$ cat src/rtl/fmul_pipe.sv
// Pipelined IEEE-754 single-precision multiplier, flush-to-zero, round-to-nearest-even.
// Define FMUL_PIPE_SPECIAL_EN to enable NaN/inf handling and overflow saturation to inf.
module fmul_pipe #(
  parameter int unsigned LATENCY = 2,
  parameter int unsigned TAG_W   = 4
) (
  input  logic             clk,
  input  logic             rst,
  input  logic [31:0]      x1,
  input  logic [31:0]      x2,
  input  logic [TAG_W-1:0] in_tag,
  input  logic             in_valid,
  output logic             in_ready,
  output logic [31:0]      y,
  output logic [TAG_W-1:0] out_tag,
  output logic             out_valid,
  input  logic             out_ready
);

  localparam logic [1:0] SpNone = 2'd0;
  localparam logic [1:0] SpNan  = 2'd1;
  localparam logic [1:0] SpInf  = 2'd2;

  typedef struct packed {
    logic        sign;
    logic        zero;
    logic [1:0]  spec;
    logic [9:0]  esum;
    logic [29:0] pp_hi;
    logic [41:0] pp_lo;
  } pp_t;

  typedef struct packed {
    logic        sign;
    logic        zero;
    logic [1:0]  spec;
    logic [9:0]  esum;
    logic [47:0] prod;
  } sum_t;

  typedef struct packed {
    logic        sign;
    logic        zero;
    logic [1:0]  spec;
    logic [9:0]  exp;
    logic [22:0] mant;
  } rnd_t;

  function automatic sum_t f_sum(pp_t s);
    sum_t r;
    r.sign = s.sign;
    r.zero = s.zero;
    r.spec = s.spec;
    r.esum = s.esum;
    r.prod = {s.pp_hi, 18'b0} + {6'b0, s.pp_lo};
    return r;
  endfunction

  function automatic rnd_t f_rnd(sum_t s);
    rnd_t        r;
    logic        norm, g, rb, st, up;
    logic [22:0] mant;
    logic [23:0] mr;
    norm = s.prod[47];
    mant = norm ? s.prod[46:24] : s.prod[45:23];
    g    = norm ? s.prod[23] : s.prod[22];
    rb   = norm ? s.prod[22] : s.prod[21];
    st   = norm ? |s.prod[21:0] : |s.prod[20:0];
    up   = g & (rb | st | mant[0]);
    // Carry out of mr leaves mr[22:0] all-zero, which is the renormalised mantissa.
    mr     = {1'b0, mant} + {23'b0, up};
    r.sign = s.sign;
    r.zero = s.zero;
    r.spec = s.spec;
    r.exp  = s.esum + {9'b0, norm} + {9'b0, mr[23]} - 10'd127;
    r.mant = mr[22:0];
    return r;
  endfunction

  function automatic logic [31:0] f_pack(rnd_t r);
    logic [31:0] res;
    logic        uflow;
    uflow = r.exp[9] | (r.exp == 10'd0);
    res   = {r.sign, r.exp[7:0], r.mant};
    if (r.spec == SpNan) begin
      res = 32'h7FC0_0000;
    end else if (r.spec == SpInf) begin
      res = {r.sign, 8'hFF, 23'b0};
    end else if (r.zero | uflow) begin
      res = {r.sign, 31'b0};
`ifdef FMUL_PIPE_SPECIAL_EN
    end else if (r.exp >= 10'd255) begin
      res = {r.sign, 8'hFF, 23'b0};
`endif
    end
    return res;
  endfunction

  logic                 stall, en;
  logic [LATENCY-1:0]   valid_q;
  logic [TAG_W-1:0]     tag_q [LATENCY];
  logic [31:0]          y_q;
  logic [23:0]          ma, mb;
  pp_t                  pp_d, pp_q;

  assign stall    = out_valid & ~out_ready;
  assign en       = ~stall;
  assign in_ready = en;
  assign ma       = {1'b1, x1[22:0]};
  assign mb       = {1'b1, x2[22:0]};

`ifdef FMUL_PIPE_SPECIAL_EN
  logic nan1, nan2, inf1, inf2, zer1, zer2;
  assign nan1 = (x1[30:23] == 8'hFF) & (x1[22:0] != 23'd0);
  assign nan2 = (x2[30:23] == 8'hFF) & (x2[22:0] != 23'd0);
  assign inf1 = (x1[30:23] == 8'hFF) & (x1[22:0] == 23'd0);
  assign inf2 = (x2[30:23] == 8'hFF) & (x2[22:0] == 23'd0);
  assign zer1 = (x1[30:23] == 8'd0);
  assign zer2 = (x2[30:23] == 8'd0);
`endif

  always_comb begin
    pp_d       = '0;
    pp_d.sign  = x1[31] ^ x2[31];
    pp_d.zero  = (x1[30:23] == 8'd0) | (x2[30:23] == 8'd0);
    pp_d.spec  = SpNone;
    pp_d.esum  = {2'b0, x1[30:23]} + {2'b0, x2[30:23]};
    pp_d.pp_hi = {6'b0, ma} * {24'b0, mb[23:18]};
    pp_d.pp_lo = {18'b0, ma} * {24'b0, mb[17:0]};
`ifdef FMUL_PIPE_SPECIAL_EN
    if (nan1 | nan2 | (inf1 & zer2) | (inf2 & zer1)) begin
      pp_d.spec = SpNan;
    end else if (inf1 | inf2) begin
      pp_d.spec = SpInf;
    end
`endif
  end

  // Stage data only loads behind a valid op, so y holds its last result across bubbles.
  always_ff @(posedge clk) begin
    if (rst) begin
      pp_q <= '0;
    end else if (en && in_valid) begin
      pp_q <= pp_d;
    end
  end

  always_ff @(posedge clk) begin
    if (rst) begin
      valid_q <= '0;
      for (int k = 0; k < int'(LATENCY); k++) tag_q[k] <= '0;
    end else if (en) begin
      valid_q <= {valid_q[LATENCY-2:0], in_valid};
      if (in_valid) tag_q[0] <= in_tag;
      for (int k = 1; k < int'(LATENCY); k++) begin
        if (valid_q[k-1]) tag_q[k] <= tag_q[k-1];
      end
    end
  end

  if (LATENCY == 2) begin : g_lat2
    always_ff @(posedge clk) begin
      if (rst) begin
        y_q <= '0;
      end else if (en && valid_q[0]) begin
        y_q <= f_pack(f_rnd(f_sum(pp_q)));
      end
    end
  end else if (LATENCY == 3) begin : g_lat3
    sum_t sum_q;
    always_ff @(posedge clk) begin
      if (rst) begin
        sum_q <= '0;
        y_q   <= '0;
      end else if (en) begin
        if (valid_q[0]) sum_q <= f_sum(pp_q);
        if (valid_q[1]) y_q   <= f_pack(f_rnd(sum_q));
      end
    end
  end else begin : g_lat4
    sum_t sum_q;
    rnd_t rnd_q;
    always_ff @(posedge clk) begin
      if (rst) begin
        sum_q <= '0;
        rnd_q <= '0;
        y_q   <= '0;
      end else if (en) begin
        if (valid_q[0]) sum_q <= f_sum(pp_q);
        if (valid_q[1]) rnd_q <= f_rnd(sum_q);
        if (valid_q[2]) y_q   <= f_pack(rnd_q);
      end
    end
  end

  assign y         = y_q;
  assign out_tag   = tag_q[LATENCY-1];
  assign out_valid = valid_q[LATENCY-1];

endmodule
$ cat config.mk
export PLATFORM = sky130hd
export DESIGN_NAME = fmul_pipe
export DESIGN_NICKNAME = d
export VERILOG_FILES = /design/src/rtl/fmul_pipe.sv
export SDC_FILE = /design/constraint.sdc
export NUM_CORES = 2
export LEC_CHECK = 0
export ABC_CLOCK_PERIOD_IN_PS = 21300
export CORE_MARGIN = 5
export CORE_UTILIZATION = 56
export CTS_CLUSTER_SIZE = 14
export DETAILED_ROUTE_END_ITERATION = 7
export GPL_ROUTABILITY_DRIVEN = 0
export HOLD_SLACK_MARGIN = 0.12
export PLACE_DENSITY_LB_ADDON = 0.12
export SETUP_SLACK_MARGIN = 0.05
export SLEW_MARGIN = 0
export SYNTH_ARGS = -nofsm -noshare
export SYNTH_HDL_FRONTEND = slang
export SYNTH_SLANG_ARGS = --single-unit
$ cat constraint.sdc
create_clock -name clk -period 21.3 [get_ports clk]
set_clock_uncertainty 0.1 [all_clocks]
set_input_delay 4.26 -clock clk [delete_from_list [all_inputs] [get_ports clk]]
set_output_delay 4.26 -clock clk [all_outputs]
set_load 0.005 [all_outputs]
## Yosys cells after proc, flatten, opt, wreduce, memory -nomap -nowiden

Memories as Yosys holds them, arrays and structs flattened.
Cells that the tools add are included.

| operators by class | value |
|---|---|
| add/subtract/negate cells | 6 |
| $mul | 2 |
| divide/modulo/power cells | 0 |
| $lt $le $gt $ge | 0 |
| eq/ne operators | 0 |
| shift operators | 0 |
| mux-type cells | 17 |
| bitwise gates (word level) | 12 |
| reductions and logical operators | 7 |

Operators by type and width:

| operator | number |
|---|---|
| $add 48x42->48 | 1 |
| $mul 24x18->42 | 1 |
| $mux 31 | 1 |
| $mul 24x6->30 | 1 |
| $add 23x1->24 | 1 |
| $mux 23 | 1 |
| $reduce_or 22->1 | 1 |
| $reduce_or 21->1 | 1 |
| $add 10x1->10 | 2 |
| $logic_not 8->1 | 2 |
| $mux 1 | 13 |
| $logic_not 10->1 | 1 |
| $sub 10x7->10 const B | 1 |
| $add 8x8->9 | 1 |
| $mux 4 | 2 |
| $or 1x1->1 | 7 |
| $and 1x1->1 | 2 |
| $logic_and 1x1->1 | 2 |
| $not 1->1 | 2 |
| $xor 1x1->1 | 1 |

| word-level totals | value |
|---|---|
| bits in registers | 118 |
| bits in latches | 0 |
| bits in writable memories | 8 |
| bits in read-only memories | 0 |
| input port bits | 72 |
| logic and storage cells | 52 |
| memories | 1 |

Memory list:

| memory | words | bits a word | read ports | clocked after memory_dff | write ports | line | source |
|---|---|---|---|---|---|---|---|
| tag_q | 2 | 4 | 2 | 0 | 2 | 101 | `logic [TAG_W-1:0] tag_q [LATENCY];` |

## Longest topological paths before layout

| depth | value |
|---|---|
| depth in word-level cells | 13 |
| gate-level depth with buffers | 27 |
| gate-level depth less buffers | 25 |

## Worst setup path before layout

Ideal clock, no wire load.

| path | value |
|---|---|
| path type | input to register |
| start | input port x1[10] |
| end | register pp_q[41] in the netlist's numbering |
| library setup time | 122 ps |
| arrival | 10309 ps |
| data required time | 21078 ps |
| slack | 10769 ps |
| cell stages on the path | 23 |
| buffers on the path | 1 |
| cells stage by stage | clkbuf_1 -> nand2_1 -> fa_1 -> fa_1 -> fa_1 -> fa_1 -> inv_1 -> fa_1 -> inv_1 -> fa_1 -> inv_1 -> ha_1 -> and2_1 -> nand3_1 -> a211oi_1 -> o31ai_1 -> o21bai_1 -> a31oi_1 -> o31ai_1 -> a211oi_1 -> o41ai_1 -> xnor2_1 -> o21ai_0 |

| on the way | value |
|---|---|
| longest elaborated chain between the ends | 1 |

Ends and longest elaborated chain:

| what | line | source |
|---|---|---|
| start: declaration | 9 | `input logic [31:0] x1,` |
| $mul 24x18->42 | 129 | `pp_d.pp_lo = {18'b0, ma} * {24'b0, mb[17:0]};` |
| end signal: assignment | 144 | `pp_q <= pp_d;` |
| end: declaration | 104 | `pp_t pp_d, pp_q;` |

Every way passes these cells.
A chain may end at the register's enable or synchronous reset.

## Worst setup path after layout

| path | value |
|---|---|
| start | input port x2[6] |
| end | register pp_q[41] in the netlist's numbering |

| on the way | value |
|---|---|
| longest elaborated chain between the ends | 1 |

Ends and longest elaborated chain:

| what | line | source |
|---|---|---|
| start: declaration | 10 | `input logic [31:0] x2,` |
| $mul 24x18->42 | 129 |  |

Every way passes these cells.

==> metrics.md <==
| Metric | Value |
|---|---|
| Crit path from | x2[6] |
| Yosys cell types | slightly above 80 |
| Dpl ws | 9057 ps |
| Via-per-instance ratio | around 5.5 |
| Postcts setup bufs | 0 |
| Top-count cell post-synth | inv_1 |
| Final worst-path setup slack | around 9500 ps |
| Share of synthesized registers carrying an async set or reset | 0% |
| H-Tree Depth | 4 |
| Full die area | between 0.04 and 0.05 mm^2 |
| Synth Flop Type | dfxtp_1 |
| GRT Overall Usage | between 20% and 30% |
| Layout cell share with drive strength beyond 1 | under 10% |
| Final Hold Viols | 0 |
| Data required, critical path | ~21,000 ps |
| Highest achievable clock rate | roughly 0.084 GHz |
| Setup Viol. Count Final | 0 |
| Commonest cells in the netlist | inv_1 (577), fa_1 (444), nand2_1 (440) |
| Synthesized net count | about 3.6k |
| Avg Inst Size Synth | ~8.5 um^2 |
| Initial Utilization | between 50% and 60% |
| CTS clk-pin slew, worst paths | approximately 60 ps |
| Resized cells post-CTS | 0 |
| Longest Clk Path Bufs | 2 |
| Yosys top cell by area | fa_1 |
| Vias | ~20k |
| Min cycle time layout | approximately 12,000 ps |
| Post-route antenna net violation count | 0 |
| Post-Syn Area | between 0.02 and 0.025 mm^2 |
| CTS sink cnt | between 100 and 150 |
| Fillers | about 3.9k |
| Number of flops mapped to enable cells by yosys | 8 |
| Core Box Area | approximately 0.044 mm^2 |
| DR WL/cell | 17.53 um |
| Vias in the first global route | slightly above 20k |
| CP Capture Type | flop |
| Area delta synth->final | 8.624% |
| Setup CP Type | in2reg |
| Min-delay src | y[9] |
| TNS Setup | 0 ps |
| DRC errors left | 0 |
| Die width | around 220 um |
| Num CTS Buffers | 17 |
| TritonCTS clock tree | done |
| Final HPWL DP | approximately 50,000 um |
| Setup crit start kind | input port |
| Hold-fix buffers, CTS | 0 |
| Top post-synthesis cells by area | fa_1 (36%), ha_1 (9.6%), dfxtp_1 (9.4%), inv_1 (8.7%), nand2_1 (6.6%) |
| CTS Root Cell | clkbuf_16 |
| Post-Synthesis Cells | between 2k and 3k |
| Largest fanout on the critical path | 24 |
| Worst-skew pair later-pin latency | 430 ps |
| Die height | approximately 220 um |
| Max-slew violation count | 0 |
| Final net count | ~3.7k |
| IO buf count | roughly 110 |
| Status | finished, final reports clean |
| Synth top area share | ~36% |
| MaxCap Viol Count | 0 |
| Multi-input gate area | roughly 0.020 mm^2 |
| Congestion Overflow GR | 0 |
| Register area share after synthesis | between 10% and 20% |
| Yosys reg bits | around 130 |
| Relative slew margins | between 10% and 20% |
| First-pass GRT wire length | between 100,000 and 150,000 um |
| Actual slew at the worst max-slew pin | about 1200 ps |
| RSZ-0062 raised after global routing | false |
| Period utilization | 55.57% |
| Num rows | 77 |
| Arrival time worst endpoint | ~12,000 ps |
| Reg2reg start | pp_q[18] |
| Starting DRT DRC Count | approximately 1.3k |
| Io pins | 110 |
| Routed Wire Length | 62,660 um |
| HP Class | reg2reg |
| Initial antenna violation count | 1 |
| First-pass DRT Iterations | 5 |
| Ys Warns | 0 |
| Antenna Cells | 0 |
| FF+latch area | around 0.0026 mm^2 |
| Largest net degree at the start of global routing | 77 |
## cells in the final DEF, fill, tap and decap left out, types with 33 or more instances in the layout
| cell type | count |
|---|---|
| a21o_1 | 56 |
| inv_1 | 577 |
| xor2_1 | 49 |
| o21ai_0 | 125 |
| nand2_1 | 440 |
| dfxtp_1 | 117 |
| nor2_1 | 55 |
| buf_4 | 42 |
| and2_1 | 239 |
| nand3_1 | 33 |
| fa_1 | 444 |
| xnor2_1 | 56 |
| clkdlybuf4s50_1 | 109 |
| a21oi_1 | 90 |
| ha_1 | 191 |
## per-stage QoR
step / area (um^2) / utilization, % / cells / hold WS [ps]
after floorplan: 25000 / - / 2940 / 316.1
after CTS: 27150 / 61.40 / 3575 / 346.1
after detailed placement: 26620 / 60.20 / 3545 / 337.2
final: 27150 / 61.40 / 3575 / 340.0
after global routing: 27150 / 61.40 / 3575 / 373.2
after global placement: 26620 / 60.20 / 3545 / 331.9
## routing by layer
layer / global-route usage (%) / routed length, um
met1: 36.31 / 27970
met2: 42.84 / 29310
met3: 4.731 / 4014
met4: 6.263 / 1372
met5: 0 / 0
## final cells by class
type	count	area share, %
Multi-Input combinational cell	2098	72.59
Inverter	579	8.022
Timing Repair Buffer	151	5.179
Sequential cell	125	9.511
Tap cell	592	2.728
Clock buffer	22	1.710
Clock inverter	8	0.2580
## state kept, by name (all words and copies together), names as in the netlist
| register | cells |
|---|---|
| pp_q | 83 |
| y | 32 |
| tag_q | 8 |
| valid_q | 2 |
## cell families after synthesis
kind of cell / count (synthesis) / share of synthesized area, %
adders and majority gates: 635 / 45.12
and+or+nand+nor: 900 / 17.50
DFF: 125 / 10.33
buffers and inverters: 717 / 10.89
muxes: 8 / 0.3404
xor gates and xnor gates: 109 / 3.939
AOI/OAI and AO/OA: 446 / 11.88
## worst max-delay path, stage by stage
cell	delay, ps
clkdlybuf4s50_1	930
and2_1	400
fa_1	540
inv_1	50
fa_1	450
fa_1	500
fa_1	540
inv_1	50
fa_1	480
inv_1	60
fa_1	490
inv_1	50
ha_1	350
and2_1	210
nand3_1	100
a211oi_1	340
o31ai_1	220
o21bai_1	360
a31oi_1	230
o31ai_1	580
a211oi_1	150
o41ai_1	390
xnor2_1	170
o21ai_0	100
## final timing paths
path / end / slack [ps] / depth (start not counted)
worst min register to register: y[9] / 340 / 2
worst min-delay path: y[9] / 340 / 2
worst max-delay path: pp_q[41] / 9460 / 24
worst max register to register: y[16] / 14150 / 25
Power is left out: the tool's default activity adds up to more than one toggle a clock period on the data nets, which glitch-free logic cannot reach.
